`src/rtl/pwm_pkg.sv`:
```
// pwm_pkg
//   Shared definitions for the multi-channel PWM generator: channel mode
//   and ramp direction encodings, plus a helper that builds the all-ones
//   value for a given duty/counter width.
package pwm_pkg;

   // Channel operating mode: fixed duty or autonomous triangle ramp
   typedef enum logic {
      PWM_STATIC  = 1'b0,
      PWM_BREATHE = 1'b1
   } pwm_mode_e;

   // Ramp direction used while breathing
   typedef enum logic {
      DIR_UP   = 1'b0,
      DIR_DOWN = 1'b1
   } pwm_dir_e;

   // All-ones value of a w-bit quantity (1 <= w <= 32), returned in 32 bits
   function automatic logic [31:0] all_ones(input int w);
      return 32'hFFFF_FFFF >> (32 - w);
   endfunction

endpackage

```
`src/rtl/pwm_channel.sv`:
```
// pwm_channel
//   One PWM output. Holds the host-written shadow duty/mode, a pending flag,
//   the active duty/mode used for comparison, and the breathe direction.
//   The active settings only change at period boundaries so the output never
//   glitches mid-period.
// Ports:
//   clk, rst      system clock, asynchronous active-high reset
//   wr_en         write strobe already decoded for this channel
//   wr_duty       requested duty / breathe start value
//   wr_mode       0 = static, 1 = breathe
//   boundary      high for the single cycle that ends a period
//   cnt           shared period counter
//   pwm           registered PWM output
module pwm_channel
   import pwm_pkg::*;
#(
   parameter int WIDTH = 8
) (
   input  logic             clk,
   input  logic             rst,
   input  logic             wr_en,
   input  logic [WIDTH-1:0] wr_duty,
   input  logic             wr_mode,
   input  logic             boundary,
   input  logic [WIDTH-1:0] cnt,
   output logic             pwm
);

   localparam logic [WIDTH-1:0] DUTY_MAX = WIDTH'(all_ones(WIDTH));

   logic [WIDTH-1:0] shadow_duty;
   pwm_mode_e        shadow_mode;
   logic             pending;
   logic [WIDTH-1:0] active_duty;
   pwm_mode_e        active_mode;
   pwm_dir_e         dir;

   // Shadow capture and boundary update. The boundary acts on the state as
   // it was before this cycle's write; a coincident write only refills the
   // shadow and re-arms pending, so it is applied one period later.
   always_ff @(posedge clk or posedge rst) begin
      if (rst) begin
         shadow_duty <= '0;
         shadow_mode <= PWM_STATIC;
         pending     <= 1'b0;
         active_duty <= '0;
         active_mode <= PWM_STATIC;
         dir         <= DIR_UP;
      end else begin
         if (boundary) begin
            if (pending) begin
               active_duty <= shadow_duty;
               active_mode <= shadow_mode;
               dir         <= DIR_UP;
               pending     <= 1'b0;
            end else if (active_mode == PWM_BREATHE) begin
               // Triangle ramp: turn around at the ends so each extreme is
               // held for exactly one period
               if (dir == DIR_UP && active_duty == DUTY_MAX) begin
                  dir         <= DIR_DOWN;
                  active_duty <= DUTY_MAX - 1'b1;
               end else if (dir == DIR_DOWN && active_duty == '0) begin
                  dir         <= DIR_UP;
                  active_duty <= {{(WIDTH-1){1'b0}}, 1'b1};
               end else if (dir == DIR_UP) begin
                  active_duty <= active_duty + 1'b1;
               end else begin
                  active_duty <= active_duty - 1'b1;
               end
            end
         end
         if (wr_en) begin
            shadow_duty <= wr_duty;
            shadow_mode <= pwm_mode_e'(wr_mode);
            pending     <= 1'b1;
         end
      end
   end

   // Output compare. All-ones is forced high so full duty really is 100%
   // rather than one count short.
   always_ff @(posedge clk or posedge rst) begin
      if (rst) begin
         pwm <= 1'b0;
      end else begin
         pwm <= (active_duty == DUTY_MAX) ? 1'b1 : (cnt < active_duty);
      end
   end

endmodule

```
`src/rtl/pwm_multi.sv`:
```
// pwm_multi
//   Multi-channel PWM generator. A prescaler divides clk down to counter
//   ticks, a shared period counter runs over 2^WIDTH ticks, and each channel
//   compares its active duty against that counter.
// Ports:
//   clk, rst      system clock, asynchronous active-high reset
//   wr_en         write strobe, one cycle per write
//   wr_chan       target channel; out-of-range values are ignored
//   wr_duty       requested duty / breathe start value
//   wr_mode       0 = static, 1 = breathe
//   pwm           registered PWM outputs, one per channel
//   period_tick   one-cycle pulse after each period boundary
module pwm_multi
   import pwm_pkg::*;
#(
   parameter  int CHANNELS = 4,
   parameter  int WIDTH    = 8,
   parameter  int PRESCALE = 188,
   localparam int CHW      = (CHANNELS > 1) ? $clog2(CHANNELS) : 1
) (
   input  logic                clk,
   input  logic                rst,
   input  logic                wr_en,
   input  logic [CHW-1:0]      wr_chan,
   input  logic [WIDTH-1:0]    wr_duty,
   input  logic                wr_mode,
   output logic [CHANNELS-1:0] pwm,
   output logic                period_tick
);

   localparam int               PSW      = (PRESCALE > 1) ? $clog2(PRESCALE) : 1;
   localparam logic [PSW-1:0]   PRE_LAST = PSW'(PRESCALE - 1);
   localparam logic [WIDTH-1:0] CNT_MAX  = WIDTH'(all_ones(WIDTH));

   logic [PSW-1:0]   pre_cnt;
   logic [WIDTH-1:0] cnt;
   logic             tick_en;
   logic             boundary;
   logic             wr_valid;

   assign tick_en  = (pre_cnt == PRE_LAST);
   assign boundary = tick_en && (cnt == CNT_MAX);
   assign wr_valid = wr_en && (int'(wr_chan) < CHANNELS);

   // Prescaler and period counter; the period counter wraps naturally
   always_ff @(posedge clk or posedge rst) begin
      if (rst) begin
         pre_cnt <= '0;
         cnt     <= '0;
      end else begin
         if (tick_en) begin
            pre_cnt <= '0;
            cnt     <= cnt + 1'b1;
         end else begin
            pre_cnt <= pre_cnt + 1'b1;
         end
      end
   end

   // Registered boundary strobe for the host
   always_ff @(posedge clk or posedge rst) begin
      if (rst) begin
         period_tick <= 1'b0;
      end else begin
         period_tick <= boundary;
      end
   end

   // One channel per output, each receiving its own decoded write strobe
   for (genvar i = 0; i < CHANNELS; i++) begin : g_chan
      logic ch_wr;
      assign ch_wr = wr_valid && (wr_chan == CHW'(i));

      pwm_channel #(
         .WIDTH (WIDTH)
      ) u_chan (
         .clk      (clk),
         .rst      (rst),
         .wr_en    (ch_wr),
         .wr_duty  (wr_duty),
         .wr_mode  (wr_mode),
         .boundary (boundary),
         .cnt      (cnt),
         .pwm      (pwm[i])
      );
   end

endmodule

```
`config.mk`:
```
export PLATFORM = sky130hd
export DESIGN_NAME = pwm_multi
export DESIGN_NICKNAME = d
export VERILOG_FILES = /design/src/rtl/pwm_pkg.sv /design/src/rtl/pwm_channel.sv /design/src/rtl/pwm_multi.sv
export SDC_FILE = /design/constraint.sdc
export NUM_CORES = 1
export LEC_CHECK = 0
export CORE_ASPECT_RATIO = 1.75
export CORE_UTILIZATION = 55
export CTS_BUF_LIST = sky130_fd_sc_hd__clkbuf_8
export CTS_CLUSTER_SIZE = 28
export DETAILED_ROUTE_END_ITERATION = 16
export GPL_ROUTABILITY_DRIVEN = 0
export PLACE_DENSITY_LB_ADDON = 0.25
export SLEW_MARGIN = 20
export SYNTH_ARGS = -nofsm -noshare
export SYNTH_HDL_FRONTEND = slang
export SYNTH_HIERARCHICAL = 1
export SYNTH_SLANG_ARGS = --single-unit
export TNS_END_PERCENT = 20
```
`constraint.sdc`:
```
create_clock -name clk -period 4.4 [get_ports clk]
set_clock_uncertainty 0.1 [all_clocks]
set_input_delay 0.88 -clock clk [delete_from_list [all_inputs] [get_ports clk]]
set_output_delay 0.88 -clock clk [all_outputs]
set_load 0.02 [all_outputs]
```
==> results.txt, run 1 <==
* Starting density of the core: 0.572
- Instance count of the mapped netlist: 646
- Of all nets on the critical path, the largest fanout is 30.
- Counting flops with an async set or reset pin after synthesis yields a share of 1.00.
- Top post-synthesis cells by area: sky130_fd_sc_hd__dfrtp_1, sky130_fd_sc_hd__ha_1, sky130_fd_sc_hd__mux2_2, sky130_fd_sc_hd__nor2_1, sky130_fd_sc_hd__inv_1
- Launch point of the worst reg-to-reg path: pre_cnt[0]
- RSZ-0062 raised after global routing: false
* Slew at the pin closest to its max-slew limit: 1.04 ns
* Global-route usage over all layers: 0.263
- For this design, the sink count on the clock tree is 101.
- FF-to-FF path depth: 9
- In the final layout, the share of cells above drive strength 1 is 0.134.
* Post-route cell area: 6970 sq um
- Adding up every negative setup slack in the final design gives 0 ns.
- Worst setup slack for register-to-register paths: 1.65 ns
- Post-CTS timing repair inserted 0 buffers for setup.
* Maximum number of pins on one net before global-route repair: 31
- Final setup viols: 0
* Flip-flop and latch count after synthesis: 101
- Remaining DRCs: 0
- 0 antenna diodes ended up in the layout.
* Instance count along the most critical hold path: 1
- Maximum buffer depth of the clock tree: 2
- Standard cell core area: 11200 sq um
- STA puts the critical path data arrival time at 2.96 ns.
* Cell family with the largest share of critical-path delay: simple AND/OR/NAND/NOR gates
- Clock-pin slew was measured on the worst setup and hold paths at 0.10 ns.
- In the final layout, the multi-input gates occupy 3680 sq um.
- Aggregate global routing overflow: 0
- During I/O placement, the number of pins put on the boundary was 19.
- Counting both buffers and inverters, the worst setup path holds a total of 2.
- Traced cell by cell, the critical path runs through ha_1 -> and3b_1 -> nand3_1 -> nor3_2 -> buf_4 -> inv_1 -> nor2_1 -> or4b_2 -> nand3_1.
- Critical path startpoint category: flip-flop
* Library cell contributing the largest single delay on the critical path: sky130_fd_sc_hd__or4b_2
- Number of distinct library cell variants in the gate-level netlist after synthesis: 62
- The flow ran to the end, and the final reports show no timing, DRC or antenna violations.
- For this run, the post-layout net count is 738.
- Number of antenna violations at the first check in global routing: 0
- Counting every net in the synthesized netlist gives 718.
- Combined area of all synthesized cells: 6430 sq um
- Critical path endpoint category: flip-flop
- Power spread over the standard cell area amounts to 260 nW/um^2.
- The worst register-to-register path ends at g_chan[3].u_chan/active_duty[6].
- Startpoint of the lowest-slack hold path: pre_cnt[0]
* Synthesized area per cell: 9.95 sq um
* Max Transition Viols Final: 0
- The hold violation total from the final report is 0.
- For this run, the register share of the synthesized area comes to 0.393.
* Hold-critical path endpoint: pre_cnt[0]
* Leakage dissipation: 3.11 nW
* Detailed-router iteration count before antenna repair: 5
- For this run, the number of Yosys warnings is 6.
- Clock buffers created by TritonCTS: 9
- CP peak stage delay: 0.61 ns
- The die covers 12100 sq um.
- P&R area growth vs syn: 8.41%
- The tightest min-delay check is of the reg -> reg type.
- Area fraction of the dominant cell type after synthesis: 0.393
* Count of hold-fix buffers inserted at cts: 0
- Gates resized during post-CTS repair numbered 0.
- Setup Slack @ Placement: 1.65 ns
- By instance count, the cell type seen most on the critical path is sky130_fd_sc_hd__nand3_1.
* Global-route wire length before repair: 25400 microns
- Row generation in the floorplan step produced 51 rows.
- The synthesized design contains 0 enable-type register cells.
- HPWL reported at the end of detailed placement: 11400 microns
- In the synthesized netlist the dominant register cell turns out to be sky130_fd_sc_hd__dfrtp_1.
* Clock root buffer: sky130_fd_sc_hd__clkbuf_8
* Die boundary height: 145 microns
- Power comes to 1.81 mW.
- Static timing analysis puts the maximum clock frequency at 0.364 GHz.
- In the final routed layout, each cell accounts on average for 19.0 microns.
* Time the final worst path needs with I/O delays and setup: 2.75 ns
- Dividing the final minimum period by the clock period gives 0.624.
- Post-Route Utilization: 0.620
* Max H-tree Level: 3
- Across the whole layout, storage elements account for 2530 sq um.
* Clock tree from TritonCTS: yes
* Vias in the first global route: 5215
- Across the VDD grid, the largest voltage drop is 0.252 mV.
- The layout has 947 filler cells.
- Once placement finished, the instance area stood at 6750 sq um.
* Die width: 83.7 microns
- Detail-routed via count per cell: 6.38
- The worst setup path is of the reg -> reg kind.
- The tool flagged a number of max-cap violations equal to 0.
- The first routing iteration left 310 violations.
* Clk_lat worst skew: 0.37 ns
- Yosys top cell by area: sky130_fd_sc_hd__dfrtp_1
- Post-route antenna net violation count: 0
* Required arrival time at the worst endpoint: 4.61 ns
* Port Buffers: 18
- Worst setup slack after layout: 1.65 ns
- For this block, the routed nets add up to 15200 microns of wire.
* Via count of the routed design: 5126
- Worst rel slew slack: 0.300
registers in the layout (all words and copies together), names as in the netlist:
| register | flops |
|---|---|
| pre_cnt | 8 |
| g_chan.u_chan/active_mode | 4 |
| g_chan.u_chan/shadow_mode | 4 |
| g_chan.u_chan/pwm | 4 |
| g_chan.u_chan/shadow_duty | 32 |
| g_chan.u_chan/active_duty | 32 |
| g_chan.u_chan/dir | 4 |
| cnt | 8 |
| period_tick | 1 |
| g_chan.u_chan/pending | 4 |
cell families after synthesis:
group | count (synthesis) | synth area share
muxes | 40 | 0.0697
buffers and inverters | 60 | 0.0352
DFF | 101 | 0.393
adders and majority gates | 58 | 0.118
AOI/OAI and AO/OA | 162 | 0.181
and+or+nand+nor | 197 | 0.165
xor gates and xnor gates | 28 | 0.0382
through the flow:
step	hold WS, ns	instances
floorplan	0.355	646
global placement	0.367	787
detailed placement	0.383	787
CTS	0.397	803
global route	0.412	803
finish	0.392	803
power breakdown:
| part | switching (mW) | total, mW | internal [mW] |
|---|---|---|---|
| Combinational | 0.0727 | 0.148 | 0.0751 |
| Sequential | 0.0406 | 1.03 | 0.989 |
| Clock | 0.359 | 0.637 | 0.278 |
| Total | 0.472 | 1.81 | 1.34 |
worst max-delay path by stage:
stage / startpoint / end / depth (start not counted)
after detailed placement: wr_chan[1] / g_chan[2].u_chan/shadow_duty[3] / 4
after CTS: pre_cnt[0] / g_chan[3].u_chan/active_duty[7] / 8
after global routing: pre_cnt[0] / g_chan[0].u_chan/dir / 7
after global placement: wr_chan[1] / g_chan[2].u_chan/shadow_duty[3] / 4
after floorplan: pre_cnt[0] / g_chan[0].u_chan/active_duty[6] / 8
final: pre_cnt[0] / g_chan[3].u_chan/active_duty[6] / 9
synth_stat cells (all sizes together), types with 7 or more instances:
cell    number
a21o        14
dfrtp      101
a211oi      14
o211ai      10
ha          54
a21oi       24
o22ai       11
inv         49
nand3       20
o31ai        9
xnor2       11
nand2       41
o21ai       42
nor2b       12
nand4       16
nor4         7
mux2        38
clkbuf      10
nor2        49
xor2        17
nor3        15
layout make-up:
cell class / count / share of cell area
repair buffers: 20 / 0.0280
clock inverters: 7 / 0.0129
flip-flops and latches: 101 / 0.363
well taps: 132 / 0.0237
inverters: 49 / 0.0264
clock buffers: 9 / 0.0178
multi-input cells: 485 / 0.528
cell usage in the layout (no fill, tap or decap), types with 15 or more instances in the layout:
cell type                         synthesis  layout
sky130_fd_sc_hd__xor2_1                  17      17
sky130_fd_sc_hd__mux2_2                  37      37
sky130_fd_sc_hd__inv_1                   46      46
sky130_fd_sc_hd__clkdlybuf4s50_1          0      18
sky130_fd_sc_hd__nand3_1                 20      20
sky130_fd_sc_hd__a21oi_1                 21      21
sky130_fd_sc_hd__dfrtp_1                101     101
sky130_fd_sc_hd__nand2_1                 41      41
sky130_fd_sc_hd__nand4_1                 15      15
sky130_fd_sc_hd__nor2_1                  47      47
sky130_fd_sc_hd__o21ai_0                 31      31
sky130_fd_sc_hd__ha_1                    54      54
metal layers:
layer,track usage,vias up,routed length (microns)
met3,0.0324,53,451
li1,-,2424,-
met2,0.474,142,8150
met5,0,-,0
met1,0.302,2507,6000
met4,0.129,0,636
No activity file was read; power rests on OpenSTA's default activity.
==> run 2, diff against run 1 <==
Clock period 4.4 ns to 2.74 ns, I/O delays scaled along.
==> run 2 against run 1 <==
- register-to-register slack got worse by 1.4 ns
- combinational power rose by 64%
- final cell count rose by 2.0%
- fmax rose by 8.4%
==> results.txt, run 2 (synthesis gave the netlist of run 1 again) <==
* P&R area growth vs syn: 10.2%
- Placed insts: 801 (+1.8%)
- The worst hold path belongs to the class reg -> reg.
- The run finished with clean final reports.
- The post-detailed-placement half-perimeter wirelength is 11300 microns (-1.3%).
* Std cell rows: 51 (unchanged)
- Final setup viols: 0 (unchanged)
- The maximum resistive drop on vdd is 0.308 mV (+23%).
* Detailed-router iteration count before antenna repair: 5 (unchanged)
* Int Power: 2.08 mW (+55%)
- The achievable frequency was 0.395 GHz (+8.4%).
- Number of nets in the layout: 754 (+2.2%)
- Critical path startpoint category: flip-flop
- The combined area of the multi-input logic cells was 3690 sq um (+0.27%).
- The top fanout value on the critical path was 15 (-50%).
- Switching power summed over all nets: 708 uW (+50%)
* Final routed wire length divided by cell count: 18.2 microns (-4.0%)
* Global-route wire length before repair: 24800 microns (-2.3%)
- Register area: 2530 sq um (unchanged)
* Die boundary height: 145 microns (unchanged)
- Clock root buffer: sky130_fd_sc_hd__clkbuf_8
- Power per cell area: 393 nW/um^2 (+51%)
- The total DRC errors in the routed layout was 0 (unchanged).
* Final cycle utilization of the critical path: 0.925 (+0.301)
- The maximum level of the CTS H-tree is 3 (unchanged).
- STA classifies the critical path endpoint as a flip-flop.
* Global-route usage over all layers: 0.257 (-0.00540)
- Clock transition at path regs: 0.10 ns (about the same)
- The number of antenna violations at the first check in global routing came to 0 (unchanged).
* Post-route worst hold slack: 0.400 ns (+0.00867 ns)
- The arrival time at the worst endpoint is 2.69 ns (-0.27 ns).
- The standby leakage power came to 3.19 nW (+2.7%).
- Setup repair after global routing left no endpoint under its margin.
- Setup TNS: 0 ns (unchanged)
- Critical Path Source: pre_cnt[0]
- Post-CTS sizing: 0 (unchanged)
- The relative slew slack was 0.317 (+0.0166).
- Portion of total power attributed to sequential cells: 0.588 (+0.020)
- The pin count of the biggest net entering global routing was 22 (-29%).
- Iter 0 DRT Violations: 327 (+5.5%)
* Clock tree from TritonCTS: yes
- The fraction of final layout cells with drive strength greater than 1 was 0.156 (+0.0216).
- The clock power share came to 0.325 (-0.026).
* Clock buffers created by TritonCTS: 9 (unchanged)
- Launch point of the worst reg-to-reg path: pre_cnt[0]
- The total power came to 2.78 mW (+53%).
* Die footprint: 12100 sq um (unchanged)
- Port Buffers: 18 (unchanged)
* Max Transition Viols Final: 0 (unchanged)
- Wire length after detailed routing: 14900 microns (-2.0%)
* Die width: 83.7 microns (unchanged)
- The hold violation total from the final report was 0 (unchanged).
- The placeable core region was 11200 sq um (unchanged).
* Clk sinks: 101 (unchanged)
* Post-route antenna net violation count: 0 (unchanged)
- Starting density of the core: 0.572 (unchanged)
- The critical path is of the reg -> reg type.
* Via count of the routed design: 5173 (+0.92%)
- The maximum number of buffers from clock root to sink is 2 (unchanged).
- Total of max-cap violations: 0 (unchanged)
* Vias in the first global route: 5205 (-0.19%)
- The clock latency on the worst-skew pair was 0.38 ns (about the same).
* Time the final worst path needs with I/O delays and setup: 2.53 ns (-0.213 ns)
- Most frequent cells in the layout: sky130_fd_sc_hd__dfrtp_1, sky130_fd_sc_hd__ha_1, sky130_fd_sc_hd__nor2_1
* Sw Share: 0.254 (-0.00579)
* Portion of total power attributed to combinational logic: 0.087 (+0.006)
- The share of the core filled with cells is 0.630 (+0.0100).
- Number of fill cells: 917 (-3.2%)
- Slew at the pin closest to its max-slew limit: 1.02 ns (-0.0247 ns)
- In the final layout, the registers with the most flip-flops are g_chan.u_chan/active_duty x32, g_chan.u_chan/shadow_duty x32.
- The data required time of the critical path is 2.90 ns (-1.71 ns).
- The count of antenna diodes in the layout is 0 (unchanged).
- Final cell count without fillers: 819 (+2.0%)
* Top-Level Pins: 19 (unchanged)
- The per-cell via count in the routed design is 6.32 (-1.1%).
- Leaving out fill and tap cells, the most frequent cell in the layout is sky130_fd_sc_hd__dfrtp_1.
- Startpoint of the lowest-slack hold path: pre_cnt[0]
- Aggregate global routing overflow: 0 (unchanged)
-- run 2: cell type report --
type / count / share of cell area
flip-flops and latches: 101 / 0.357
clock inverters: 6 / 0.00654
well taps: 132 / 0.0233
multi-input cells: 485 / 0.521
inverters: 49 / 0.0260
clock buffers: 10 / 0.0194
repair buffers: 36 / 0.0463
-- run 2: worst paths after layout --
check | end | slack [ns] | cells past startpoint
max in group asynchronous | cnt[7] | 1.43 | 2
hold reg to reg | pre_cnt[0] | 0.40 | 1
hold / removal | pre_cnt[0] | 0.40 | 1
min in group asynchronous | g_chan[2].u_chan/shadow_duty[6] | 0.49 | 2
setup reg to reg | g_chan[2].u_chan/dir | 0.21 | 8
setup / recovery | g_chan[2].u_chan/dir | 0.21 | 8
-- run 2: power by group through the flow --
stage | logic, mW | clock network [mW] | registers [mW]
6_report | 0.242 | 0.904 | 1.64
4_1_cts | 0.246 | 0.933 | 1.64
5_1_grt | 0.268 | 0.989 | 1.65
2_1_floorplan | 0.173 | 0 | 1.65
3_3_place_gp | 0.233 | 0 | 1.66
3_5_place_dp | 0.245 | 0 | 1.67
-- run 2: timing repair --
item,4_1_cts,5_1_grt
hold buffers,0,0
setup endpoints to repair,0,2
buffers inserted,0,2
-- run 2: through the flow --
step / setup WS [ns] / area (sq um)
3_3_place_gp: 0.236 / 6870
3_5_place_dp: 0.144 / 6870
6_report: 0.206 / 7080
2_1_floorplan: 0.0616 / 6440
4_1_cts: 0.102 / 7060
5_1_grt: 0.0423 / 7080
-- run 2: layer usage --
metal,wire [microns],part of all wire,global-route usage
met1,5850,0.39,0.299
met5,0,0,0
met4,652,0.044,0.143
met2,7880,0.53,0.455
met3,545,0.037,0.0290
-- run 2: worst max-delay path, cell delays in order (launching register included) --
cell	delay (ns)
sky130_fd_sc_hd__dfrtp_1	0.41
sky130_fd_sc_hd__ha_1	0.18
sky130_fd_sc_hd__and3b_1	0.21
sky130_fd_sc_hd__nand3_1	0.17
sky130_fd_sc_hd__nor3_4	0.24
sky130_fd_sc_hd__buf_4	0.16
sky130_fd_sc_hd__buf_4	0.13
sky130_fd_sc_hd__o21ai_1	0.34
sky130_fd_sc_hd__o41ai_1	0.46
==> edit 1 (flow settings as in run 2) <==
`CHANNELS`: 4 -> 2.
--- a/src/rtl/pwm_multi.sv
+++ b/src/rtl/pwm_multi.sv
@@ -15,3 +15,3 @@
 #(
-   parameter  int CHANNELS = 4,
+   parameter  int CHANNELS = 2,
    parameter  int WIDTH    = 8,
Interface: changed (resized pwm and wr_chan); port bits go from 19 to 16. The function was not compared with the original's and may differ.
==> edit 1 against run 2 <==
- maximum frequency up 0.12%
- area after synthesis fell by 43%
- final area is 41% lower
- sequential cell count shrank 42
- total power fell by 31%
- setup slack better by 0.0030 ns
- wire length down 44%
- critical endpoint is now g_chan[0].u_chan/active_duty[6]
- largest cell class unchanged
- highest routed layer unchanged
==> edit 1: results (changes against run 2) <==
- The number of port buffers is 15 (-3).
- The cell area after placement is 3950 um^2 (-42%).
- The aggregate routed wire length came to 8310 um (-44%).
- The arrival time at the worst endpoint came to 2.72 ns (+0.03 ns).
- The total number of nets in the final design is 432 (-43%).
- The number of global-route vias before repair is 2960 (-43%).
- The met1 usage is 0.302 (+0.00309).
- The run finished with clean final reports.
- The switching power summed over all nets is 0.000416 W (-41%).
- In the synthesized netlist, the cells that appear most often are sky130_fd_sc_hd__dfrtp_1, sky130_fd_sc_hd__ha_1, sky130_fd_sc_hd__inv_1.
- The met3 usage is 0.0535 (+0.0245).
- The fraction of the cycle the final worst path needs was 0.924 (-0.00108).
- The global-route wire length before repair is 13800 um (-44%).
- The part of the power in registers is 0.486 (-0.102).
- The sum of met2 wire segment lengths after detailed routing was 4220 um (-46%).
- The number of distinct standard cells referenced by the synthesized netlist is 65 (+4.8%).
- The combinational cell power is 0.000109 W (-55%).
- The global routing met2 resource utilization was 0.434 (-0.0210).
- The total power of the final layout is 0.00191 W (-31%).
- The final hold slack is 0.394 ns (-0.00667 ns).
- The overall fraction of global-route tracks in use is 0.261 (+0.00329).
- The clock slew at the register clock pins of the worst setup and hold paths is 0.07 ns (-0.03 ns).
- The wire length on met3 came to 260 um (-52%).
- The share of layout cells above drive strength 1 came to 0.158 (+0.00201).
- The worst slew margin relative to its limit was 0.450 (+0.133).
- The peak supply drop is 0.416 mV (+35%).
- The post-placement setup slack is 0.143 ns (-0.00109 ns).
- The filler-free cell count of the finished design is 475 (-42%).
- The kind of cell adding the most delay to the critical path is simple AND/OR/NAND/NOR gates.
- The mean instance size in the synthesized netlist is 10.1 um^2 (+1.9%).
- The endpoint of the lowest-slack register-to-register path is g_chan[0].u_chan/active_duty[6].
- The wire length on met1 is 3420 um (-42%).
- The worst-skew pair later-pin latency was 0.35 ns (-0.03 ns).
- The total number of vias is 2933 (-43%).
- The number of cells on the worst reg-to-reg path is 9 (+1).
- The cell with the largest stage delay on the worst path is sky130_fd_sc_hd__or4b_1.
- Ranked by total cell area, the synthesized netlist is headed by sky130_fd_sc_hd__dfrtp_1, sky130_fd_sc_hd__ha_1, sky130_fd_sc_hd__mux2_2.
- The largest registers in the layout are g_chan.u_chan/active_duty: 16 flops, g_chan.u_chan/shadow_duty: 16 flops.
- The leakage component of the power is 1.83 nW (-43%).
==> edit 1: changes by cell type in the layout (fill, tap and decap cells not counted), sizes merged, moves of 8 or more <==
cell	change
dfrtp	-42
ha	-26
nor2	-25
inv	-23
mux2	-21
nand2	-18
o21ai	-14
buf	-13
a21oi	-12
nand3	-9
a211oi	-8
a21o	-8
==> edit 1: kinds of logic (layout without fill, tap and decap cells) <==
family	count (synthesis)	in the layout	share of synthesized area
DFF	59	59	0.400
adders and majority gates	30	30	0.106
xor gates and xnor gates	18	18	0.0427
muxes	21	21	0.0627
buffers and inverters	34	63	0.0370
AOI/OAI and AO/OA	89	89	0.168
and+or+nand+nor	113	113	0.184
==> edit 1: area by class of cell <==
cell class	count	area, um^2
well taps	82	103
clock buffers	10	138
fillers	528	2320
flip-flops and latches	59	1480
repair buffers	20	188
inverters	28	105
clock inverters	5	77.6
multi-input cells	271	2090
==> edit 2 (settings of run 2) <==
Without the edit above. Make the reset (`rst`) synchronous in 4 clocked blocks. Comments in the files are not updated.
--- a/src/rtl/pwm_channel.sv
+++ b/src/rtl/pwm_channel.sv
@@ -40,3 +40,3 @@
    // shadow and re-arms pending, so it is applied one period later.
-   always_ff @(posedge clk or posedge rst) begin
+   always_ff @(posedge clk) begin
       if (rst) begin
@@ -81,3 +81,3 @@
    // rather than one count short.
-   always_ff @(posedge clk or posedge rst) begin
+   always_ff @(posedge clk) begin
       if (rst) begin
--- a/src/rtl/pwm_multi.sv
+++ b/src/rtl/pwm_multi.sv
@@ -45,3 +45,3 @@
    // Prescaler and period counter; the period counter wraps naturally
-   always_ff @(posedge clk or posedge rst) begin
+   always_ff @(posedge clk) begin
       if (rst) begin
@@ -60,3 +60,3 @@
    // Registered boundary strobe for the host
-   always_ff @(posedge clk or posedge rst) begin
+   always_ff @(posedge clk) begin
       if (rst) begin
Function: no difference found for any inputs over 10 cycles, from zero or initial values and one cycle with rst high; that may be too few to reach the edited logic, so the function may still have changed.
==> edit 2 against run 2 <==
- via count increased by 1.7%
- wire length increased by 0.22%
- area after synthesis decreased by 4.9%
- final area decreased by 6.5%
- sequential cell count unchanged
- critical path type unchanged
- global-route usage increased by 2.0 points
- sequential share of layout area decreased by 5.2 points
- setup slack improved by 0.040 ns
- total power decreased by 6.8%
- maximum frequency increased by 1.6%
==> edit 2: results (changes against run 2) <==
- The final hold slack was 0.366 ns (-0.0346 ns).
- The clock network power consumption is 0.000886 W (-2%).
- The sequential cell area fraction in the yosys report was 0.331 (-0.0623).
- The total number of vias is 5260 (+1.7%).
- The transition time at the pin with the least slew margin was 0.609 ns (-0.409 ns).
- In the synthesized netlist, the cells that appear most often are sky130_fd_sc_hd__dfxtp_1, sky130_fd_sc_hd__nor2_1, sky130_fd_sc_hd__a21oi_1.
- Sorting the synthesized cells by area gives the leading types as sky130_fd_sc_hd__dfxtp_1, sky130_fd_sc_hd__ha_1, sky130_fd_sc_hd__mux2i_1.
- From synthesis to final layout, the design area changed by 8.40%.
- The number of instances in the synthesized netlist is 706 (+9.3%).
- The leakage component of the power is 2.71 nW (-15%).
- The path with the worst hold slack has its endpoint at pre_cnt[0].
- The run finished with clean final reports.
- The number of distinct standard cells referenced by the synthesized netlist came to 44 (-29%).
- The peak supply drop is 0.290 mV (-5.8%).
- The overall fraction of global-route tracks in use came to 0.278 (+0.0204).
- The critical path ends at g_chan[0].u_chan/active_duty[5].
- The number of nets produced by synthesis is 778 (+8.4%).
- The kind of cell adding the most delay to the critical path is simple AND/OR/NAND/NOR gates.
- The share of async-settable or async-resettable flops after synthesis is 0 (-1.00).
- The iteration-0 DRC count of the detailed router is 370 (+13%).
- The post-placement setup slack is 0.170 ns (+0.0259 ns).
- The cell with the largest stage delay on the worst path is sky130_fd_sc_hd__dfxtp_1.
- The arrival time at the worst endpoint is 2.68 ns (about the same).
- The number of filler cells placed in the layout is 992 (+8.2%).
- The internal reg-to-reg setup slack was 0.25 ns (+0.04 ns).
- The worst-case setup margin in the final layout was 0.246 ns (+0.0399 ns).
- The share of synthesized area spent on multiplexers was 0.0729 (+0.00322).
- The cell area after placement was 6440 um^2 (-6.4%).
- The total number of nets in the final design is 798 (+5.8%).
- The number of port buffers is 18 (unchanged).
- The share of synthesized cell area in full adder, half adder and majority cells is 0.124 (+0.00612).
- The startpoint identified for the worst register-to-register timing path is pre_cnt[0].
- The pin count of the biggest net entering global routing is 32 (+45%).
- The number of cells on the worst reg-to-reg path is 10 (+2).
- The complex-gate fraction of the synthesized area is 0.209 (+0.0273).
- The placed wire-length estimate is 11000 um (-2.2%).
- The cell-internal power is 0.00192 W (-7.4%).
- The number of global-route vias before repair is 5229 (+0.46%).
- The share of layout cells above drive strength 1 was 0.0863 (-0.0694).
- The average detailed-routed wire length per instance is 17.4 um (-4.6%).
- The global-route wire length before repair was 24900 um (+0.42%).
- The aggregate routed wire length is 15000 um (+0.22%).
- The cell area power density is 392 nW/um^2 (-0.40%).
- The count of placed standard cells including taps came to 845 (+5.5%).
- The path class of the tightest hold or removal check is flop to flop.
-- edit 2: cell count changes after synthesis, moves of 11 or more --
cell / delta
sky130_fd_sc_hd__nor2_1: +39
sky130_fd_sc_hd__o22ai_1: -11
sky130_fd_sc_hd__mux2_2: -33
sky130_fd_sc_hd__a21oi_1: +34
sky130_fd_sc_hd__dfrtp_1: -101
sky130_fd_sc_hd__mux2i_1: +38
sky130_fd_sc_hd__dfxtp_1: +101
-- edit 2: area by class of cell --
cell class              instances  area share
clock inverters                 5     0.00567
multi-input cells             537       0.578
clock buffers                  10      0.0208
flip-flops and latches        101       0.305
repair buffers                 27      0.0372
well taps                     130      0.0246
inverters                      50      0.0283
-- edit 2: per-layer routing --
metal / share of wire / vias to the layer above / track usage
met5: 0 / - / 0
met4: 0.026 / 0 / 0.124
met3: 0.032 / 26 / 0.0251
met2: 0.53 / 139 / 0.493
met1: 0.41 / 2504 / 0.330
li1: - / 2591 / -
